==> src/rtl/elevador.sv <==
// Elevator floor controller: one-step-per-cycle up/down motion with registered
// motor drives and a seven-segment decode of the current floor.
module elevador #(
  parameter int NUM_FLOORS = 4
) (
  input  logic       clk,
  input  logic       reset,
  input  logic [1:0] boton,
  input  logic [3:0] dato,
  output logic       motorsubir,
  output logic       motorbajar,
  output logic [6:0] display
);

  localparam logic [3:0] TOP_FLOOR = 4'(NUM_FLOORS);

  logic [3:0] piso_r;
  logic [3:0] piso_s;
  logic       subir_s;
  logic       bajar_s;
  logic       unused_dato_s;

  // Reserved control bits are deliberately not consumed by any logic.
  assign unused_dato_s = ^dato[3:1];

  function automatic logic [6:0] seg_decode(input logic [3:0] floor);
    logic [6:0] seg;
    case (floor)
      4'd1:    seg = 7'b0000110;
      4'd2:    seg = 7'b1011011;
      4'd3:    seg = 7'b1001111;
      4'd4:    seg = 7'b1100110;
      4'd5:    seg = 7'b1101101;
      4'd6:    seg = 7'b1111101;
      4'd7:    seg = 7'b0000111;
      4'd8:    seg = 7'b1111111;
      4'd9:    seg = 7'b1101111;
      default: seg = 7'b1000000;
    endcase
    return seg;
  endfunction

  // Next floor and motor request; a step is only taken away from the boundary.
  always_comb begin
    piso_s  = piso_r;
    subir_s = 1'b0;
    bajar_s = 1'b0;
    if (dato[0]) begin
      case (boton)
        2'b10: begin
          if (piso_r < TOP_FLOOR) begin
            piso_s  = piso_r + 4'd1;
            subir_s = 1'b1;
          end else begin
            piso_s  = piso_r;
          end
        end
        2'b01: begin
          if (piso_r > 4'd1) begin
            piso_s  = piso_r - 4'd1;
            bajar_s = 1'b1;
          end else begin
            piso_s  = piso_r;
          end
        end
        default: begin
          piso_s = piso_r;
        end
      endcase
    end else begin
      piso_s = piso_r;
    end
  end

  // Floor and motor drives update together so the pulse marks the step.
  always_ff @(posedge clk) begin
    if (reset) begin
      piso_r     <= 4'd1;
      motorsubir <= 1'b0;
      motorbajar <= 1'b0;
    end else begin
      piso_r     <= piso_s;
      motorsubir <= subir_s;
      motorbajar <= bajar_s;
    end
  end

  // Display follows the floor register directly.
  always_comb begin
    display = seg_decode(piso_r);
  end

endmodule

==> config.mk <==
export PLATFORM = sky130hd
export DESIGN_NAME = elevador
export DESIGN_NICKNAME = d
export VERILOG_FILES = /design/src/rtl/elevador.sv
export SDC_FILE = /design/constraint.sdc
export NUM_CORES = 1
export LEC_CHECK = 0
export ABC_AREA = 1
export BUFFER_PORTS_ARGS = -buffer_cell sky130_fd_sc_hd__buf_2
export CORE_ASPECT_RATIO = 0.75
export CORE_MARGIN = 2
export CORE_UTILIZATION = 48
export CTS_CLUSTER_SIZE = 24
export DETAILED_ROUTE_END_ITERATION = 8
export GPL_TIMING_DRIVEN = 0
export PLACE_DENSITY = 0.77
export SLEW_MARGIN = 30
export SYNTH_ARGS = -nofsm -noshare
export SYNTH_HDL_FRONTEND = slang
export SYNTH_SLANG_ARGS = --single-unit
==> constraint.sdc <==
create_clock -name clk -period 5 [get_ports clk]
set_clock_uncertainty 0.1 [all_clocks]
set_input_delay 0.25 -clock clk [delete_from_list [all_inputs] [get_ports clk]]
set_output_delay 0.25 -clock clk [all_outputs]
set_load 0.01 [all_outputs]
==> Word level (Yosys, flattened, before mapping) <==
Memories as Yosys holds them, arrays and structs flattened. A register that Yosys moved wholly into a read port is not among the register bits.
Cells that the tools add are included.
{ "totals": {"inputBits": 8, "rom_bits": 112, "memories": 1, "elab_cells": 26, "register_bits": 6, "output_inout_bits": 9} }
{ "op_classes": {"add_sub_neg": 2, "mux": 7, "eq_ne": 4, "bitwise_logic": 3, "reduce_logical": 4, "magnitude_cmp": 2} }
{ "mem_list": {"columns": ["memory", "words", "width", "rd", "rd_clocked_by_memory_dff", "wr", "line", "source"], "rows": [
  ["(name not given)", 16, 7, 1, 1, 0, "28", "case (floor)"]
]} }
{ "op_table": {"columns": ["operator", "n"], "rows": [
  ["$mux W4", 4],
  ["$pmux W4 S2", 1],
  ["$reduce_or A3 Y1", 2],
  ["$add A4 B1 Y4 const B", 1],
  ["$gt A4 B1 Y1 const B", 1],
  ["$lt A4 B3 Y1 const B", 1],
  ["$ne A2 B2 Y1 const B", 2],
  ["$reduce_and A4 Y1", 1],
  ["$sub A4 B1 Y4 const B", 1],
  ["$not A1 Y1", 3],
  ["$eq A2 B1 Y1 const B", 1],
  ["$eq A2 B2 Y1 const B", 1],
  ["$mux W1", 2],
  ["$reduce_bool A2 Y1", 1]
]} }

==> Longest topological paths before layout <==
{ "depth": {"word_depth": 5, "ltp_mapped": 17, "ltp_nobuf": 17} }

==> Worst setup path after synthesis <==
Ideal clock, no wire load.
{ "synth_timing": {"kind": "register to register", "from": "register piso_r[0]", "to": "register display[1] (netlist name)", "path_stages_with_launch": 18, "path_slack_ns": 2.884, "arrival_time_ns": 1.902, "period_less_slack_ns": 2.116, "setup_ns": 0.114, "path_buffers": 0, "t_required_ns": 4.786, "path_cell_list": "dfxtp_1 > inv_1 > ha_1 > inv_1 > nand2_1 > nand2_2 > nand2_2 > nand2_2 > nand2_4 > inv_4 > nor2_2 > nor2_4 > inv_1 > ha_1 > inv_1 > nand4_1 > nand3_1 > nand2_1"} }
{ "synth_via": {"elab_chain_len": 5} }
{ "synth_lines": {"columns": ["item", "line", "source"], "rows": [
  ["from (decl)", "17", "logic [3:0] piso_r;"],
  ["from (signal assigned)", "82", "piso_r <= piso_s;"],
  ["$sub A4 B1 Y4, or another cell as far along", "60", "piso_s = piso_r - 4'd1;"],
  ["$mux W4, or another cell as far along", "59", "if (piso_r > 4'd1) begin"],
  ["$pmux W4 S2 or $reduce_and A4 Y1 (tied branches)", null, null],
  ["$mux W4 (no source line) * (2 in a row)", null, null]
]} }
Mark *: on every way between the ends. The rest lies on a longest branch, timed or not. The select of a mux whose other input is x is not followed.
A chain may end at the register's enable or synchronous reset.

==> Final worst setup path <==
{ "layout_timing": {"from": "register piso_r[0]", "to": "register display[1] (netlist name)"} }
{ "layout_via": {"elab_chain_len": 5} }
{ "layout_lines": {"columns": ["item", "line"], "rows": [
  ["$sub A4 B1 Y4, or another cell as far along", "60"],
  ["$mux W4, or another cell as far along", "59"],
  ["$pmux W4 S2 or $reduce_and A4 Y1 (tied branches)", null],
  ["$mux W4 (no source line) * (2 in a row)", null]
]} }
Marks and branches as above.

==> results.yml <==
global_routing:
  grt_pass1_wl_um: 2350
  grt_pass1_vias: 594
  grt_use_total_pct: 15.5
  antenna_found_initial: 0
  grt_max_degree: 10
  grt-ovfl-total: 0
logic_synthesis:
  synth_nets: 132
  syn_area_um2: 860
  synth_top_area_share_pct: 30.3
  synth_top_family_by_area: "simple AND/OR/NAND/NOR gates"
  syn_inst: 117
  yosys_register_bits: 13
  synthTopCellsByArea: "dfxtp_1 (30%), nand2_1 (15%), ha_1 (10%)"
  syn_area_per_cell_um2: 7.35
  yosys.area.top_type: "dfxtp_1"
  synth_xor_area_share_pct: 1.02
  yosys.cell_types.count: 21
  synth.yosys.seq_area_share_pct: 30.3
  synthSimpleGateAreaFrac_pct: 45.1
  synthAdderAreaFrac_pct: 10.2
  synth-compound-area-share_pct: 2.04
  synthMuxAreaShare_pct: 0
  yosysWarnings: 0
layout:
  nFillCells: 157
  layout_commonest_cell: "nand2_1"
  nNetsFinal: 150
  area_growth_pct: 13.8
  drive_gt1_share_pct: 32.1
  num_antenna_cells: 0
  final_cell_mix: "nand2_1 (35), inv_1 (16), dfxtp_1 (13), buf_2 (13), nand2_2 (8)"
  stdcell_area_um2: 978
timing:
  layout_setup_ws_ns: 2.69
  min_period_over_period_pct: 46.2
  fin_setup_tns_ns: 0
  tightest_slew_ns: 0.299
  finalWorstPathRequiredPeriod_ns: 2.31
  setup_violations: 0
  maxClockFrequency_ghz: 0.432
  hold_violations: 0
  maxSlewHeadroom_pct: 79.9
  drv_slew: 0
  rsz0062_at_grt: "no"
clocking:
  ctsResizeCount: 0
  cts_num_sinks: 13
  insertion_delay_ns: 0.27
  cts_tree: "built"
  path_clk_slew_ns: 0.08
  cts_root_buffer: "clkbuf_4"
  cts_buffers: 3
  cts_buffer_depth: 2
  h-tree-depth: 1
  postCtsSetupRepairBufs: 0
  cts-hold-fix-buffers: 0
worst_setup_path:
  cp_cell_sequence: "inv_1 > ha_1 > inv_1 > nand2_1 > nand2_2 > nand2_2 > nand2_2 > nand2_4 > inv_4 > nor2_2 > nor2_4 > inv_1 > ha_1 > inv_1 > nand4_1 > nand3_1 > nand2_1"
  critPathSlowestCell: "dfxtp_1"
  crit_buf_inv: 5
  cp_common_cell: "inv_1"
  worstPathArrival_ns: 2.40
  cp_max_fo: 6
  critPathLaunchType: "flip-flop"
  cpPeakStageDelay_ns: 0.43
  critPathTopFamily: "simple AND/OR/NAND/NOR gates"
  crit_path_end_kind: "flip-flop"
  worstPathRequired_ns: 5.09
  crit_type: "reg -> reg"
routing:
  routedWlPerCell_um: 9.00
  viasPerCell: 4.68
  drt_pass1_iterations: 4
  routed-via-count: 730
  drc: 0
  ant_nets: 0
  postRouteWirelength_um: 1400
  drt_iter0_markers: 10
die:
  die_h_um: 40.7
  dieArea_mm2: 0.00215
  initial_core_util_pct: 50.3
  num_io_pins: 17
  fp.dieW_um: 52.9
  core_mm2: 0.00171
  core.rowCount: 13
placed_design:
  postPlaceCellArea_um2: 952
  routabilityCongestion: 0.835
  post-place-ws_ns: 2.68
  hpwlAfterDp_um: 1150
  io_buffers: 13
outcome:
  status: "finished, final reports clean"
power:
  p_leak_nw: 0.545
  pwr_density_cell_mw_per_mm2: 278
  total_power_mw: 0.272
  max-vdd-ir-drop_v: 0.000143
run:
  maxCapViolCount: 0
min_path:
  min_path_type: "in -> reg"
[worst paths after layout]
path	from	end	slack, ns	depth (start not counted)
min	reset	motorbajar	0.05	2
max reg2reg	piso_r[0]	display[1]	2.69	17
min reg2reg	piso_r[3]	motorsubir	0.55	3
max	piso_r[0]	display[1]	2.69	17
[report_power, final]
part | internal (mW) | leakage, nW | switching (mW)
Sequential | 0.116 | 0.107 | 0.00559
Clock | 0.0310 | 0.0150 | 0.0356
Combinational | 0.0319 | 0.423 | 0.0521
[sequential cells by signal (all words and copies together) (netlist names)]
signal	count
display	7
motorbajar	1
piso_r	4
motorsubir	1
[kinds of logic after synthesis]
family | after synthesis
and+or+nand+nor | 69
DFF | 13
buffers and inverters | 24
adders and majority gates | 7
xor gates and xnor gates | 1
AOI/OAI and AO/OA | 3
[area by class of cell]
type                       count  area, µm²  share of cell area [%]
multi-input combinational     80        502                    51.3
inverter                      24       97.6                    9.97
sequential                    13        260                    26.6
tap                           22       27.5                    2.81
timing repair buffer          13       65.1                    6.65
clock buffer                   4       26.3                    2.69
[synth_stat cells]
master,instances
nor2_4,2
clkinv_1,1
o211ai_1,1
inv_4,1
nand3_4,2
nand2_1,35
dfxtp_1,13
clkinv_4,1
nand2_4,4
nand3_1,6
nor2_2,3
xnor2_1,1
o21ai_1,2
ha_1,7
nand2_2,8
nor2_1,1
nand4_1,5
nor3_1,2
inv_1,16
inv_2,5
nand3_2,1
[layer usage]
metal / track usage (%) / part of all wire, % / vias up
li1: - / - / 397
met5: 0 / 0 / -
met2: 27.8 / 46 / 11
met4: 3.85 / 0 / 0
met3: 6.57 / 4.1 / 0
met1: 17.5 / 50 / 322
[metrics by stage]
| step | cells | utilization, % | hold slack (ns) |
|---|---|---|---|
| global route | 156 | 57.3 | 0.0399 |
| detailed placement | 152 | 55.8 | 0.352 |
| finish | 156 | 57.3 | 0.0506 |
| global placement | 152 | 55.8 | 0.351 |
| CTS | 156 | 57.3 | 0.0443 |
| floorplan | 117 | - | 0.227 |
[worst register-to-register path: stages (launching register included)]
cell     delay [ns]
dfxtp_1        0.43
inv_1          0.13
ha_1           0.23
inv_1          0.08
nand2_1        0.06
nand2_2        0.06
nand2_2        0.05
nand2_2        0.10
nand2_4        0.09
inv_4          0.08
nor2_2         0.04
nor2_4         0.16
inv_1          0.06
ha_1           0.27
inv_1          0.06
nand4_1        0.09
nand3_1        0.09
nand2_1        0.05
Power figures use the tool's default switching activity.
